--- src/rtl/qroute_pkg.sv ---
// Shared Q-routing definitions: sentinel ID, selector modes, LFSR taps and
// the next-hop selector FSM state type.
package qroute_pkg;

  localparam int NO_HOP_DEFAULT = 100;

  localparam logic [1:0] MODE_GREEDY  = 2'd0;
  localparam logic [1:0] MODE_EGREEDY = 2'd1;
  localparam logic [1:0] MODE_EXPLORE = 2'd2;

  // Taps 16,14,13,11 expressed as bit positions 15,13,12,10.
  localparam logic [15:0] LFSR_TAPS = 16'hB400;

  typedef enum logic [2:0] {
    ST_IDLE  = 3'd0,
    ST_DRAW  = 3'd1,
    ST_SCAN  = 3'd2,
    ST_DRAIN = 3'd3,
    ST_DONE  = 3'd4
  } state_t;

endpackage

--- src/rtl/lfsr16.sv ---
// Free-running 16-bit Fibonacci LFSR, reloaded with SEED on reset.
module lfsr16
  import qroute_pkg::*;
#(
  parameter logic [15:0] SEED = 16'hACE1
) (
  input  logic        clock,
  input  logic        reset,
  output logic [15:0] state
);

  logic fb;

  assign fb = ^(state & LFSR_TAPS);

  always_ff @(posedge clock or negedge reset) begin
    if (!reset) state <= SEED;
    else        state <= {state[14:0], fb};
  end

endmodule

--- src/rtl/egreedy_nexthop.sv ---
// Epsilon-greedy next-hop selector: scans neighbour (ID, Q) pairs from the
// Q-table memory and returns the argmax or an LFSR-chosen neighbour.
module egreedy_nexthop
  import qroute_pkg::*;
#(
  parameter int          WORD_WIDTH = 16,
  parameter int          ADDR_WIDTH = 16,
  parameter int          MAX_NB     = 8,
  parameter logic [15:0] LFSR_SEED  = 16'hACE1,
  parameter int          NO_HOP     = NO_HOP_DEFAULT
) (
  input  logic                      clock,
  input  logic                      reset,
  input  logic                      start,
  input  logic [1:0]                mode,
  input  logic [15:0]               epsilon,
  input  logic [$clog2(MAX_NB):0]   num_nb,
  input  logic [ADDR_WIDTH-1:0]     base_addr,
  output logic [ADDR_WIDTH-1:0]     mem_addr,
  output logic                      mem_rd,
  input  logic [WORD_WIDTH-1:0]     mem_data,
  output logic                      busy,
  output logic                      done,
  output logic [WORD_WIDTH-1:0]     nexthop,
  output logic [WORD_WIDTH-1:0]     bestvalue,
  output logic                      explored,
  output state_t                    state_dbg
);

  localparam int NB_W  = $clog2(MAX_NB) + 1;
  localparam int CNT_W = NB_W + 1;
  localparam logic [NB_W-1:0]       MAX_NB_W = NB_W'(MAX_NB);
  localparam logic [WORD_WIDTH-1:0] NO_HOP_W = WORD_WIDTH'(NO_HOP);

  state_t state_q, state_d;

  logic [15:0]           lfsr;
  logic [1:0]            mode_q;
  logic [15:0]           eps_q;
  logic [NB_W-1:0]       n_q;
  logic [ADDR_WIDTH-1:0] addr_q;
  logic [CNT_W-1:0]      rd_cnt_q;
  logic                  explore_q;
  logic [NB_W-1:0]       ri_q;
  logic                  pend_q;
  logic [CNT_W-1:0]      pend_idx_q;
  logic [WORD_WIDTH-1:0] id_tmp_q;
  logic [WORD_WIDTH-1:0] best_id_q, best_val_q, sel_id_q, sel_val_q;
  logic [WORD_WIDTH-1:0] best_id_d, best_val_d, sel_id_d, sel_val_d;

  logic                  explore_draw;
  logic [NB_W+7:0]       prod;
  logic [NB_W-1:0]       ri_draw;
  logic                  last_rd;
  logic [NB_W-1:0]       entry_idx;

  lfsr16 #(.SEED(LFSR_SEED)) u_lfsr (
    .clock (clock),
    .reset (reset),
    .state (lfsr)
  );

  assign explore_draw = (mode_q == MODE_EXPLORE) ||
                        ((mode_q == MODE_EGREEDY) && (lfsr < eps_q));
  // Scaling the top LFSR byte by n keeps the random index strictly below n.
  assign prod      = {{NB_W{1'b0}}, lfsr[15:8]} * {8'd0, n_q};
  assign ri_draw   = NB_W'(prod >> 8);
  assign last_rd   = (rd_cnt_q == ({n_q, 1'b0} - CNT_W'(1)));
  assign entry_idx = pend_idx_q[CNT_W-1:1];
  assign mem_addr  = addr_q;
  assign state_dbg = state_q;

  // Handshake: start is accepted only in IDLE (ignored while busy or in the
  // done cycle); done pulses one cycle, results valid from that cycle and held
  // until the next done.
  always_comb begin
    state_d = state_q;
    busy    = 1'b0;
    done    = 1'b0;
    mem_rd  = 1'b0;
    unique case (state_q)
      ST_IDLE:  if (start) state_d = ST_DRAW;
      ST_DRAW: begin
        busy    = 1'b1;
        state_d = (n_q == '0) ? ST_DONE : ST_SCAN;
      end
      ST_SCAN: begin
        busy   = 1'b1;
        mem_rd = 1'b1;
        if (last_rd) state_d = ST_DRAIN;
      end
      ST_DRAIN: begin
        busy    = 1'b1;
        state_d = ST_DONE;
      end
      ST_DONE: begin
        busy    = 1'b1;
        done    = 1'b1;
        state_d = ST_IDLE;
      end
      default: state_d = ST_IDLE;
    endcase
  end

  always_ff @(posedge clock or negedge reset) begin
    if (!reset) state_q <= ST_IDLE;
    else        state_q <= state_d;
  end

  // Odd words are Q-values; the matching ID arrived one cycle earlier.
  always_comb begin
    best_id_d  = best_id_q;
    best_val_d = best_val_q;
    sel_id_d   = sel_id_q;
    sel_val_d  = sel_val_q;
    if (pend_q && pend_idx_q[0]) begin
      if ((entry_idx == '0) || (mem_data > best_val_q)) begin
        best_id_d  = id_tmp_q;
        best_val_d = mem_data;
      end
      if (entry_idx == ri_q) begin
        sel_id_d  = id_tmp_q;
        sel_val_d = mem_data;
      end
    end
  end

  always_ff @(posedge clock or negedge reset) begin
    if (!reset) begin
      mode_q     <= '0;
      eps_q      <= '0;
      n_q        <= '0;
      addr_q     <= '0;
      rd_cnt_q   <= '0;
      explore_q  <= 1'b0;
      ri_q       <= '0;
      pend_q     <= 1'b0;
      pend_idx_q <= '0;
      id_tmp_q   <= '0;
      best_id_q  <= '0;
      best_val_q <= '0;
      sel_id_q   <= '0;
      sel_val_q  <= '0;
      nexthop    <= NO_HOP_W;
      bestvalue  <= '0;
      explored   <= 1'b0;
    end else begin
      pend_q     <= (state_q == ST_SCAN);
      pend_idx_q <= rd_cnt_q;
      if (pend_q && !pend_idx_q[0]) id_tmp_q <= mem_data;
      best_id_q  <= best_id_d;
      best_val_q <= best_val_d;
      sel_id_q   <= sel_id_d;
      sel_val_q  <= sel_val_d;
      case (state_q)
        ST_IDLE: begin
          if (start) begin
            mode_q   <= mode;
            eps_q    <= epsilon;
            n_q      <= (num_nb > MAX_NB_W) ? MAX_NB_W : num_nb;
            addr_q   <= base_addr;
            rd_cnt_q <= '0;
          end
        end
        ST_DRAW: begin
          explore_q <= explore_draw;
          ri_q      <= ri_draw;
          if (n_q == '0) begin
            nexthop   <= NO_HOP_W;
            bestvalue <= '0;
            explored  <= 1'b0;
          end
        end
        ST_SCAN: begin
          addr_q   <= addr_q + ADDR_WIDTH'(1);
          rd_cnt_q <= rd_cnt_q + CNT_W'(1);
        end
        ST_DRAIN: begin
          nexthop   <= explore_q ? sel_id_d  : best_id_d;
          bestvalue <= explore_q ? sel_val_d : best_val_d;
          explored  <= explore_q;
        end
        default: ;
      endcase
    end
  end

endmodule
--- config.mk ---
export PLATFORM = sky130hd
export DESIGN_NAME = egreedy_nexthop
export DESIGN_NICKNAME = d
export VERILOG_FILES = /design/src/rtl/qroute_pkg.sv /design/src/rtl/lfsr16.sv /design/src/rtl/egreedy_nexthop.sv
export SDC_FILE = /design/constraint.sdc
export NUM_CORES = 1
export LEC_CHECK = 0
export CORE_UTILIZATION = 55
export DETAILED_ROUTE_END_ITERATION = 6
export GPL_TIMING_DRIVEN = 0
export PLACE_DENSITY_LB_ADDON = 0.25
export SETUP_SLACK_MARGIN = 0.5
export SYNTH_ARGS = -nofsm -noshare
export SYNTH_HDL_FRONTEND = slang
export SYNTH_SLANG_ARGS = --single-unit
export TNS_END_PERCENT = 5
--- constraint.sdc ---
create_clock -name clock -period 4.89 [get_ports clock]
set_input_delay 0.7335 -clock clock [delete_from_list [all_inputs] [get_ports clock]]
set_output_delay 0.7335 -clock clock [all_outputs]
set_load 0.1 [all_outputs]
Yosys cells after proc, flatten, opt, wreduce, memory -nomap -nowiden --
Index checks and enable logic that the tools add are counted.
Operators by class: equality and inequality tests 11, $add $sub $neg 3, reductions and logical operators 17, order comparisons 3, multiply operators 1, multiplexer cells 28
Operators by type and width (number):
- 16-bit two-way mux | 13
- 16-bit one-hot mux with 2 select lines | 3
- 16-bit by 1-bit adder with 16-bit output, second input constant | 1
- 16-bit > comparator | 1
- 16-bit less-than comparator | 1
- 16-bit parity | 1
- 8-bit by 4-bit multiplier with 12-bit output | 1
- 3-bit one-hot mux with 4 select lines | 1
- 5-bit one-hot mux with 2 select lines | 1
- 3-bit two-way mux | 3
- 4-bit logical NOT | 2
- 2-bit AND reduction | 4
- 3-bit by 2-bit == test with 1-bit output, second input constant | 2
- 2-bit != test, second input constant | 3
- 5-bit by 1-bit adder with 5-bit output, second input constant | 1
- 5-bit == test | 1
- 5-bit two-way mux | 1
- 5-bit by 1-bit subtractor with 5-bit output, second input constant | 1
- 4-bit == test | 1
- 4-bit > comparator, second input constant | 1
- 1-bit two-way mux | 4
- 4-bit two-way mux | 1
- 2-bit nonzero test | 2
- 4-bit OR reduction | 1
- 9 further kinds | 12
Word-level totals: register bits after elaboration 186, logic and storage cells 82, input port bits 57

Longest topological paths before layout --
Gate-level depths: netlist of run 1.
word-level depth 6, depth in mapped cells 13, depth with buffers taken out 12

Hierarchy --
Synthesis of run 1 repeated with hierarchy kept, for this count alone.
Unflattened totals: cells, all modules 876, area total of the unflattened synthesis 9317.7 µm²
By module, submodules not included:
- egreedy_nexthop | instances 1, seq. area each 4257.8 µm², area an instance 8881.0 µm², cells an instance 857
- lfsr16 | instances 1, seq. area each 410.4 µm², area an instance 436.7 µm², cells an instance 19

Worst setup path before layout of run 1 --
Ideal clock, no wire load.
path kind register -> output, start register state_q[0] (netlist: state_dbg[0]), end output busy, data arrival time 2.908 ns, required time 4.157 ns, slack 1.249 ns, stages on the path, launching flop included 4, cells stage by stage dfrtp_1 > clkbuf_1 > nor2_1 > xnor2_1
Between the ends: word-level cells in the longest chain between the ends 3, elaborated cells on any way between the ends 6, those cells by class eq/ne (4); mux (1); reduce/logical (1)
Ends and longest elaborated chain:
- start, declared | RTL line egreedy_nexthop.sv:35 | state_t state_q, state_d;
- start signal, assigned | RTL line egreedy_nexthop.sv:107 | else state_q <= state_d;
- 3-bit by 2-bit == test with 1-bit output (tied with other cells) | RTL line egreedy_nexthop.sv:81 | unique case (state_q)
- 4-bit OR reduction (no source line) *
- 1-bit two-way mux * | RTL line egreedy_nexthop.sv:81
- end, declared | RTL line egreedy_nexthop.sv:22 | output logic busy,
Mark *: on every way between the ends. The rest lies on a longest branch, timed or not.

Worst setup path in the final report of run 1 --
start register state_q[2] (netlist: state_dbg[2]), end output mem_rd
Between the ends: word-level cells in the longest chain between the ends 2
Ends and longest elaborated chain:
- 3-bit by 2-bit == test with 1-bit output | RTL line egreedy_nexthop.sv:81
- 1-bit two-way mux | RTL line egreedy_nexthop.sv:81
- end, declared | RTL line egreedy_nexthop.sv:20 | output logic mem_rd,
No other way between the ends.

==> results of run 1 <==
==> power by group <==
| group | total [uW] | leakage (uW) | internal (uW) | switching, uW |
|---|---|---|---|---|
| Clock | 1350 | 0.000280 | 749 | 597 |
| Combinational | 3990 | 0.00277 | 1350 | 2640 |
| Sequential | 2570 | 0.00230 | 2180 | 385 |
==> routing by layer <==
metal / vias to the layer above / part of all wire (%) / wire length [um] / GRT usage (%)
li1: 2962 / - / - / -
met1: 3198 / 42 / 8573 / 32.14
met2: 166 / 51 / 10490 / 46.59
met3: 38 / 4.5 / 910 / 5.248
met4: 0 / 2.1 / 423 / 10.05
met5: - / 0 / 0 / 0
==> through the flow <==
step | total power [uW] | hold slack (ps)
6_report | 7902 | 266.9
5_1_grt | 8336 | 310.4
4_1_cts | 7931 | 296.0
3_5_place_dp | 6556 | 363.2
3_3_place_gp | 6408 | 360.1
2_1_floorplan | 5529 | 356.1
==> cell type report <==
type,count,area [sq um],share of cell area (%)
well taps,216,270.3,2.445
clock inverters,11,111.4,1.007
inverters,55,206.4,1.868
repair buffers,112,1144,10.35
plain buffers,34,157.7,1.426
multi-input cells,489,4025,36.42
flip-flops and latches,186,4668,42.23
clock buffers,21,470.5,4.256
==> sequential cells by signal, summed over array words and instances, names as in the netlist, 4 cells and up <==
name	flops
rd_cnt_q	5
ri_q	4
best_val_q	16
sel_id_q	16
n_q	4
u_lfsr.state	16
mem_addr	16
pend_idx_q	5
id_tmp_q	16
nexthop	16
sel_val_q	16
best_id_q	16
eps_q	16
bestvalue	16
==> final timing paths <==
check / from / slack [ps] / end / cells after the start
worst max-delay path: state_dbg[2]$_DFFE_PN0P_ / 1100 / mem_rd / 6
worst min-delay path: reset / 270 / nexthop[1]$_DFFE_PN0P_ / 1
worst max register to register: n_q[2]$_DFFE_PN0P_ / 1120 / ri_q[3]$_DFFE_PN0P_ / 13
worst min register to register: u_lfsr.state[6]$_DFF_PN1_ / 370 / u_lfsr.state[7]$_DFF_PN1_ / 0
max in group asynchronous: reset / 3710 / nexthop[5]$_DFFE_PN1P_ / 2
min in group clock: u_lfsr.state[6]$_DFF_PN1_ / 370 / u_lfsr.state[7]$_DFF_PN1_ / 0
==> cell families (layout without fill, tap and decap cells) <==
logic type	Yosys count	count (layout)
adder cells (fa/ha/maj)	60	60
flip-flops	186	186
multiplexers	80	80
AND/OR/NAND/NOR	166	166
AO/OA/AOI/OAI	166	166
XOR/XNOR	17	17
buffers and inverters	89	233
==> layout by cell type (no fill, tap or decap), types with 5 or more instances in the layout <==
cell | netlist | final
sky130_fd_sc_hd__fa_1 | 11 | 11
sky130_fd_sc_hd__ha_1 | 49 | 49
sky130_fd_sc_hd__a22o_1 | 30 | 30
sky130_fd_sc_hd__xor2_1 | 6 | 6
sky130_fd_sc_hd__clkbuf_16 | 0 | 17
sky130_fd_sc_hd__a21oi_1 | 19 | 19
sky130_fd_sc_hd__a21o_1 | 37 | 37
sky130_fd_sc_hd__inv_1 | 55 | 55
sky130_fd_sc_hd__xnor2_1 | 11 | 11
sky130_fd_sc_hd__and3_1 | 6 | 6
sky130_fd_sc_hd__mux2_2 | 46 | 46
sky130_fd_sc_hd__nand2_1 | 59 | 59
sky130_fd_sc_hd__o21ai_0 | 37 | 37
sky130_fd_sc_hd__nand3_1 | 11 | 11
sky130_fd_sc_hd__dfstp_2 | 11 | 11
sky130_fd_sc_hd__mux2_4 | 30 | 30
sky130_fd_sc_hd__nand4_1 | 11 | 11
sky130_fd_sc_hd__nor2_1 | 25 | 25
sky130_fd_sc_hd__clkinv_4 | 0 | 5
sky130_fd_sc_hd__o21a_1 | 6 | 6
sky130_fd_sc_hd__a211oi_1 | 5 | 5
sky130_fd_sc_hd__dfrtp_1 | 175 | 175
sky130_fd_sc_hd__nor4_1 | 6 | 6
sky130_fd_sc_hd__and2_1 | 23 | 23
sky130_fd_sc_hd__buf_2 | 6 | 6
sky130_fd_sc_hd__nor3_1 | 5 | 5
sky130_fd_sc_hd__clkdlybuf4s50_1 | 0 | 110
sky130_fd_sc_hd__clkbuf_1 | 25 | 26
==> impl_metrics.yaml, run 1 <==
status:
  result_of_the_run: "complete, no violations"
synthesis:
  avgSynthCellArea_sq_um: 11.86
  synth_commonest_cells: "sky130_fd_sc_hd__dfrtp_1 (175), sky130_fd_sc_hd__nand2_1 (59), sky130_fd_sc_hd__inv_1 (55)"
  post-synth-top-count-cell: "sky130_fd_sc_hd__dfrtp_1"
  yosys.area_share.adder_pct: 9.200
  synthesis.area_sq_mm: 0.009057
  synth-xor-area-share_pct: 1.644
  synth.net_count: 881
  synth_enable_flop_cells: 0
  yosys-top-cells-area: "sky130_fd_sc_hd__dfrtp_1 (48%), sky130_fd_sc_hd__ha_1 (6.8%), sky130_fd_sc_hd__mux2_2 (5.7%)"
  post_synth_mux_area_share_pct: 11.19
  synth-warning-count: 0
  ys_seq_elements: 186
  synth_sequential_area_ratio_pct: 51.54
  synthFlopType: "sky130_fd_sc_hd__dfrtp_1"
  share_of_the_synthesized_area_in_compound_gates_ao_oa_aoi_oai_pct: 13.15
  simple_gate_portion_of_the_synthesized_area_pct: 9.255
  async_set_or_reset_register_ratio_after_synthesis_pct: 100.0
  synth.lib_cells_used.distinct: 58
  synth_cells: 764
  main_combinational_cell_family_by_area_after_synthesis: "compound AO/OA/AOI/OAI gates"
  area_share_of_the_largest_cell_type_after_synthesis_pct: 48.35
  synth_top_cell_by_area: "sky130_fd_sc_hd__dfrtp_1"
cells_and_area:
  post-route-util_pct: 69.08
  layout-drive-gt1-share_pct: 15.09
  layout_stage_area_growth_over_the_synthesis_result_pct: 22.03
  finalNetCount: 1012
  fin_cells: 1124
  final_cell_area_sq_mm: 0.01105
  antennaDiodeCount: 0
  layout_fillers: 1195
run:
  drv_cap: 0
setup_path:
  worst_ep_arrival_time_ps: 3060
  crit_family: "buffers and inverters"
  critPathMaxFanout: 11
  worstPathCellList: "clkbuf_1 -> nor2_1 -> nand2b_1 -> inv_1 -> buf_2 -> clkdlybuf4s50_1"
  critPathBufInv: 4
  critical_path.max_stage_delay_ps: 1180
  setup.worst_path.class: "flip-flop to output pin"
  timing.critical_path.from_type: "flip-flop"
  end_kind: "output pin"
  critical_path_required_ps: 4160
  critPathSlowestCell: "sky130_fd_sc_hd__clkdlybuf4s50_1"
detailed_routing:
  routed_via_density: 5.662
  final_antenna_net_count: 0
  drt_pre_antenna_iters: 4
  initialDrtViolationCount: 322
  wl_per_cell_um: 18.14
  route.vias.total: 6364
  drc: 0
  wirelength_um: 20390
clock_tree:
  cts_hold_buf: 0
  cts-buffers-inserted: 17
  clock_tree.htree_level_count: 4
  cts-root-buf: "sky130_fd_sc_hd__clkbuf_16"
  cts_setup_buffers: 0
  tritoncts_clock_tree: "done"
  clkSlewWorstSetupHoldPaths_ps: 70
  worst_skew_pair.late_latency_ps: 430
  clockBufferDepth: 2
  clkSinkCount: 186
  postCtsResizedCells: 0
die:
  num_io_pins: 112
  die-area_sq_mm: 0.01698
  fp.dieH_um: 130.3
  core.rowCount: 46
  die_w_um: 130.3
  core_region_area_sq_mm: 0.01600
  initial_utilization_pct: 56.61
placed_design:
  buffer_ports.inserted: 111
  instance_count_after_placement_with_tap_cells_included: 1092
  finalWeightedCongestion: 0.8380
  detailedPlace.worstSlack_ps: 1174
  postPlaceCellArea_sq_mm: 0.01047
  hpwlAfterDp_um: 14530
grt:
  grt_start_max_net_pins: 105
  antenna_found_initial: 0
  vias_in_the_first_global_route: 6821
  overflow: 0
  grt_usage_pct: 26.49
  grt_first_pass_wirelength_um: 34120
sta:
  fmaxAchievable_mhz: 263.6
  final_setup_skew_ps: 9.172
  setup_total_negative_slack_ps: 0
  hold_viol: 0
  max-slew-margin-rel_pct: 31.23
  timing.final.max_slew_violations: 0
  finalCritPeriodShare_pct: 77.57
  min_period_ps: 3793
  worst_slew_pin_slew_ps: 1028
  timing.final.setup_violations: 0
  rsz0062_at_grt: "no"
  post-route-worst-setup-slack_ps: 1097
power_and_ir_drop:
  worst_ir_drop_vdd_uv: 646.5
  p_leak_uw: 0.005345
  power.density_cell_area_mw_per_mm2: 714.9
min_path:
  worst_hold_path_type: "input port to asynchronous set/reset pin"
No activity file was read; power rests on OpenSTA's default activity.
==> run 2: changes to the inputs <==
==> constraint.sdc (replaced) <==
create_clock -name clock -period 3.6 [get_ports clock]
set_input_delay 0.54 -clock clock [delete_from_list [all_inputs] [get_ports clock]]
set_output_delay 0.54 -clock clock [all_outputs]
set_load 0.1 [all_outputs]
==> run 2 against run 1 <==
Net effect:
- wire length decreased by 1.4%
- register-to-register slack got worse by 880 ps
- core utilization up 0.61 points
- clock skew increased by 4.1 ps
- combinational power grew 38%
- worst hold slack worse by 170 ps
- critical path type is now flip-flop to flip-flop
- largest power group unchanged
==> impl_metrics.yaml, run 2 (synthesis gave the netlist of run 1 again) <==
setup_path:
  crit_family: "adder cells"
  critPathSlowestCell: "sky130_fd_sc_hd__fa_1"
  critPathBufInv: 4
  critPathMaxFanout: 8
  timing.critical_path.from_type: "flip-flop"
  worstPathCellList: "clkbuf_8 -> and2_4 -> fa_1 -> inv_1 -> fa_1 -> inv_1 -> ha_1 -> and3_1 -> nand4_1 -> a32oi_2 -> a31o_2 -> buf_6 -> nor4_1 -> or3_1"
  critical_path_required_ps: 3910
  end_kind: "flip-flop"
  critical_path.max_stage_delay_ps: 510
  setup.worst_path.class: "flip-flop to flip-flop"
  worst_ep_arrival_time_ps: 3660
die:
  initial_utilization_pct: 56.61
  fp.dieH_um: 130.3
  die_w_um: 130.3
  num_io_pins: 112
  core.rowCount: 46
  core_region_area_sq_mm: 0.01600
  die-area_sq_mm: 0.01698
detailed_routing:
  drt_pre_antenna_iters: 5
  detailroute.wirelength.met3_um: 838
  drt_met1_wl_um: 8484
  routed_via_density: 5.704
  route.top_layer_used: "met4"
  wl_per_cell_um: 17.73
  route.vias.total: 6468
  wirelength_um: 20110
  initialDrtViolationCount: 288
  final_antenna_net_count: 0
  drc: 0
  met2_length_um: 10320
cells_and_area:
  layout_fillers: 1170
  fin_cells: 1134
  layout_stage_area_growth_over_the_synthesis_result_pct: 23.11
  finalNetCount: 1022
  final_cell_mix: "sky130_fd_sc_hd__dfrtp_1 (173), sky130_fd_sc_hd__clkdlybuf4s50_1 (109), sky130_fd_sc_hd__nand2_1 (59)"
  final_common_cell: "sky130_fd_sc_hd__dfrtp_1"
  antennaDiodeCount: 0
  layout-drive-gt1-share_pct: 17.65
grt:
  vias_in_the_first_global_route: 6878
  grt_first_pass_wirelength_um: 33580
  grt_usage_pct: 25.83
  grt_start_max_net_pins: 97
  antenna_found_initial: 0
  overflow: 0
placed_design:
  instance_count_after_placement_with_tap_cells_included: 1092
  hpwlAfterDp_um: 14270
  buffer_ports.inserted: 111
  finalWeightedCongestion: 0.8418
run:
  drv_cap: 0
sta:
  fmaxAchievable_mhz: 297.6
  max-slew-margin-rel_pct: 32.89
  timing.final.setup_violations: 0
  hold_viol: 0
  timing.final.max_slew_violations: 0
  min_period_ps: 3360
  finalCritPeriodShare_pct: 93.33
  rsz0062_at_grt: "yes"
  worst_slew_pin_slew_ps: 1003
  setup_total_negative_slack_ps: 0
  final_setup_skew_ps: 13.31
clock_tree:
  worst_skew_pair.late_latency_ps: 430
  clock_tree.htree_level_count: 4
  clkSinkCount: 186
  clkSlewWorstSetupHoldPaths_ps: 70
  clockBufferDepth: 2
  tritoncts_clock_tree: "done"
  cts-buffers-inserted: 17
  cts-root-buf: "sky130_fd_sc_hd__clkbuf_16"
min_path:
  worst_hold_path_type: "input port to asynchronous set/reset pin"
power_and_ir_drop:
  p_leak_uw: 0.005385
  power.density_cell_area_mw_per_mm2: 957.4
  worst_ir_drop_vdd_uv: 958.2
status:
  result_of_the_run: "complete, no violations"
run 2: cell types whose count changed in the layout (fill, tap and decap cells not counted), moves of 2 or more:
cell                         change
sky130_fd_sc_hd__buf_6           +3
sky130_fd_sc_hd__and2_4          +5
sky130_fd_sc_hd__clkinvlp_4      +3
sky130_fd_sc_hd__dfrtp_2         +2
sky130_fd_sc_hd__and2_1          -5
sky130_fd_sc_hd__clkinv_4        -2
sky130_fd_sc_hd__dfrtp_1         -2
sky130_fd_sc_hd__buf_4           +7
sky130_fd_sc_hd__clkinv_2        +2
run 2: what timing repair did:
item                                    in CTS  in global routing
buffers inserted                            10                  0
hold buffers                                 0                  0
pin swaps                                   16                  0
endpoints found under the setup margin       7                  7
cloned                                       0                  0
resized for setup                           25                  0
run 2: final timing paths:
path / start / to / cells after the start / slack (ps)
worst max-delay path: n_q[2]$_DFFE_PN0P_ / ri_q[3]$_DFFE_PN0P_ / 14 / 240
worst min-delay path: reset / sel_id_q[0]$_DFF_PN0_ / 1 / 100
worst max register to register: n_q[2]$_DFFE_PN0P_ / ri_q[3]$_DFFE_PN0P_ / 14 / 240
worst min register to register: u_lfsr.state[6]$_DFF_PN1_ / u_lfsr.state[7]$_DFF_PN1_ / 0 / 380
max in group asynchronous: reset / nexthop[2]$_DFFE_PN1P_ / 2 / 2580
min in group clock: u_lfsr.state[6]$_DFF_PN1_ / u_lfsr.state[7]$_DFF_PN1_ / 0 / 380
run 2: metal layers:
| layer | up-vias | track usage (%) |
|---|---|---|
| li1 | 2985 | - |
| met1 | 3259 | 31.12 |
| met2 | 185 | 46.09 |
| met3 | 39 | 4.797 |
| met4 | 0 | 9.439 |
| met5 | - | 0 |
run 2: stage by stage:
| stage | total power [uW] | hold WS [ps] | util [%] | instance area (sq um) | setup WS [ps] |
|---|---|---|---|---|---|
| global placement | 8712 | 359.1 | 65.29 | 10450 | -5263 |
| finish | 10680 | 100.9 | 69.69 | 11150 | 240.2 |
| detailed placement | 8895 | 364.6 | 65.49 | 10480 | -97.89 |
| global route | 11230 | 166.8 | 69.69 | 11150 | 100.7 |
| CTS | 10710 | 135.1 | 69.69 | 11150 | 256.8 |
| floorplan | 7520 | 244.4 | - | 9065 | 218.3 |
run 2: final cells by class:
class / count / area [sq um] / area share (%)
plain buffers: 34 / 177.7 / 1.593
well taps: 216 / 270.3 / 2.424
multi-input cells: 489 / 4065 / 36.46
clock buffers: 19 / 432.9 / 3.882
flip-flops and latches: 186 / 4671 / 41.89
inverters: 55 / 206.4 / 1.851
repair buffers: 122 / 1231 / 11.04
clock inverters: 13 / 96.34 / 0.8640
run 2: power breakdown:
group	switching, uW	leakage [uW]	internal [uW]
clock	814	0.000246	885
combinational	3600	0.00284	1900
sequential	508	0.00230	2960
==> run 3: changes to the inputs <==
--- a/config.mk
+++ b/config.mk
@@ -5,7 +5,7 @@
 export SDC_FILE = /design/constraint.sdc
 export NUM_CORES = 1
 export LEC_CHECK = 0
-export CORE_UTILIZATION = 55
+export CORE_UTILIZATION = 51
 export DETAILED_ROUTE_END_ITERATION = 6
 export GPL_TIMING_DRIVEN = 0
 export PLACE_DENSITY_LB_ADDON = 0.25
==> constraint.sdc (replaced) <==
create_clock -name clock -period 2.8 [get_ports clock]
set_input_delay 0.42 -clock clock [delete_from_list [all_inputs] [get_ports clock]]
set_output_delay 0.42 -clock clock [all_outputs]
set_load 0.1 [all_outputs]
==> run 3 against run 2 <==
Net effect:
- the flow now finishes with violations (setup timing)
- flip-flop and latch count did not move
- fmax rose by 2.3%
- critical path depth is 1 lower
- first-iteration DRC count rose by 9.7%
- wire length is 0.48% lower
- sequential share of layout area shrank 0.63 points
- final cell count is 0.44% higher
- worst hold slack better by 270 ps
- final area increased by 1.5%
- setup slack got worse by 730 ps
- clock power is 49% higher
- largest cell class unchanged
- highest routed layer unchanged
==> impl_metrics.yaml, run 3 (synthesis gave the netlist of run 1 again) <==
power_and_ir_drop:
  p_leak_uw: 0.005610
  combinationalPowerShare_pct: 50.0
  sw_share_pct: 46.10
  p_total_uw: 13970
  power_frac_clock_pct: 18.1
  worst_ir_drop_vdd_uv: 1037
  power.net_switching_uw: 6441
  cellInternalPower_uw: 7530
  power_frac_seq_pct: 32.0
  power.density_cell_area_mw_per_mm2: 1234
grt:
  gr-usage-met1_pct: 31.59
  gr_util_met2_pct: 38.06
  grtUsageMet3_pct: 4.564
  grt_start_max_net_pins: 117
  grt_first_pass_wirelength_um: 33050
  overflow: 0
  vias_in_the_first_global_route: 6550
  antenna_found_initial: 0
  gr-max-usage-layer: "met2"
  grt_usage_pct: 23.34
sta:
  finalCritPeriodShare_pct: 117.3
  timing.final.max_slew_violations: 0
  post-route-worst-setup-slack_ps: -484.9
  min_period_ps: 3285
  hold_slack_ps: 372.1
  fmaxAchievable_mhz: 304.4
  final_setup_skew_ps: 17.95
  timing.final.setup_violations: 4
  rsz0062_at_grt: "yes"
  worst_slew_pin_slew_ps: 1000
  hold_viol: 0
  max-slew-margin-rel_pct: 33.60
clock_tree:
  cts-root-buf: "sky130_fd_sc_hd__clkbuf_16"
  tritoncts_clock_tree: "done"
  clockBufferDepth: 2
  worst_skew_pair.late_latency_ps: 440
  clkSinkCount: 186
  cts-buffers-inserted: 17
  clock_tree.htree_level_count: 4
  clkSlewWorstSetupHoldPaths_ps: 80
setup_path:
  critPathMaxFanout: 10
  end_kind: "flip-flop"
  worstPathCellList: "clkbuf_8 -> and2_4 -> fa_1 -> inv_1 -> fa_1 -> inv_2 -> ha_4 -> and3_1 -> nand4_1 -> a32oi_2 -> a31o_2 -> nor4_1 -> or3_1"
  timing.reg2reg.worst_path_depth: 13
  setup.worst_path.end: "ri_q[3]$_DFFE_PN0P_"
  reg2reg_to: "ri_q[3]$_DFFE_PN0P_"
  startpoint: "n_q[2]$_DFFE_PN0P_"
  setup.worst_path.class: "flip-flop to flip-flop"
  path_common_cell: "sky130_fd_sc_hd__fa_1"
  reg2reg_setup_slack_ps: -480
  worst_ep_arrival_time_ps: 3600
  critical_path.max_stage_delay_ps: 500
  critPathSlowestCell: "sky130_fd_sc_hd__fa_1"
  worstReg2RegStart: "n_q[2]$_DFFE_PN0P_"
  timing.critical_path.from_type: "flip-flop"
  critical_path_required_ps: 3110
die:
  core_region_area_sq_mm: 0.01730
  initial_utilization_pct: 52.37
  die-area_sq_mm: 0.01830
  num_io_pins: 112
  die_w_um: 135.3
  fp.dieH_um: 135.3
  core.rowCount: 48
status:
  failed_checks: "setup timing"
  result_of_the_run: "complete, but fails checks"
cells_and_area:
  final_cell_mix: "sky130_fd_sc_hd__dfrtp_1 (173), sky130_fd_sc_hd__dlygate4sd2_1 (64), sky130_fd_sc_hd__nand2_1 (59)"
  layout_stage_area_growth_over_the_synthesis_result_pct: 24.99
  layout_fillers: 1355
  antennaDiodeCount: 0
  finalNetCount: 1018
  final_common_cell: "sky130_fd_sc_hd__dfrtp_1"
  layout-drive-gt1-share_pct: 20.13
placed_design:
  buffer_ports.inserted: 111
  hpwlAfterDp_um: 13900
  finalWeightedCongestion: 0.8560
detailed_routing:
  drt_pre_antenna_iters: 4
  wirelength_um: 20010
  final_antenna_net_count: 0
  routed_via_density: 5.550
  route.vias.total: 6321
  wl_per_cell_um: 17.57
  initialDrtViolationCount: 316
  drc: 0
run:
  drv_cap: 0
min_path:
  worst_hold_path_type: "flip-flop to flip-flop"
==> run 3: cell types whose count changed in the layout (fill, tap and decap cells not counted), moves of 5 or more <==
cell | previous run | this run
sky130_fd_sc_hd__ha_1 | 48 | 41
sky130_fd_sc_hd__ha_4 | 0 | 7
sky130_fd_sc_hd__dlygate4sd2_1 | 0 | 64
sky130_fd_sc_hd__inv_6 | 2 | 7
sky130_fd_sc_hd__clkdlybuf4s50_1 | 109 | 42
==> run 3: layer usage <==
metal,part of all wire (%),up-vias
met5,0,-
met2,48,154
met4,1.1,0
met3,4.1,14
li1,-,2965
met1,46,3188
==> run 3: repair_timing <==
item	CTS	global route
setup buffers	5	0
resized for setup	112	15
hold buffers	1	0
endpoints found under the setup margin	126	71
pin swaps	14	9
endpoints found under the hold margin	70	0
==> run 3: worst min-delay path by stage <==
stage                                    from                         to  cells after the start
finish              u_lfsr.state[6]$_DFF_PN1_  u_lfsr.state[7]$_DFF_PN1_                      0
global route        u_lfsr.state[6]$_DFF_PN1_  u_lfsr.state[7]$_DFF_PN1_                      0
CTS                 u_lfsr.state[6]$_DFF_PN1_  u_lfsr.state[7]$_DFF_PN1_                      0
detailed placement  u_lfsr.state[6]$_DFF_PN1_  u_lfsr.state[7]$_DFF_PN1_                      0
global placement    u_lfsr.state[5]$_DFF_PN1_  u_lfsr.state[6]$_DFF_PN1_                      0
floorplan                               reset     best_id_q[0]$_DFF_PN0_                      0
==> run 3: layout make-up <==
type                            instances  area [sq um]  share of cell area, %
Multi-Input combinational cell        489          4234                  37.40
Buffer                                 34         195.2                  1.724
Inverter                               55         206.4                  1.824
Tap cell                              225         281.5                  2.487
Clock buffer                           18         429.2                  3.791
Timing Repair Buffer                  118          1120                  9.892
Clock inverter                         14         183.9                  1.625
Sequential cell                       186          4671                  41.26
==> run 3: through the flow <==
stage          utilization, %  TNS (ps)  cells  area (sq um)  setup slack [ps]
4_1_cts                 65.20     -1462   1139         11280            -517.1
6_report                65.45     -1452   1139         11320            -484.9
3_3_place_gp            60.87  -1163750   1100         10530             -7025
5_1_grt                 65.45     -2012   1139         11320            -630.7
2_1_floorplan               -    -638.0    764          9135            -401.8
3_5_place_dp            61.05    -17120   1101         10560            -556.9
==> run 3: worst max-delay path, delay by kind of cell (launching register included) <==
family | cells | cell delay [ps]
buf+inv | 3 | 260
simple gates | 5 | 790
fa+ha+maj | 3 | 1240
compound gates | 2 | 500
flops | 1 | 400
==> run 3: power by group through the flow <==
stage	logic (uW)	clock network, uW	registers [uW]
after floorplan	3080	0	6640
final	6980	2530	4470
after CTS	6940	2560	4460
after global routing	7420	2670	4590
after detailed placement	6990	0	4500
after global placement	6870	0	4470
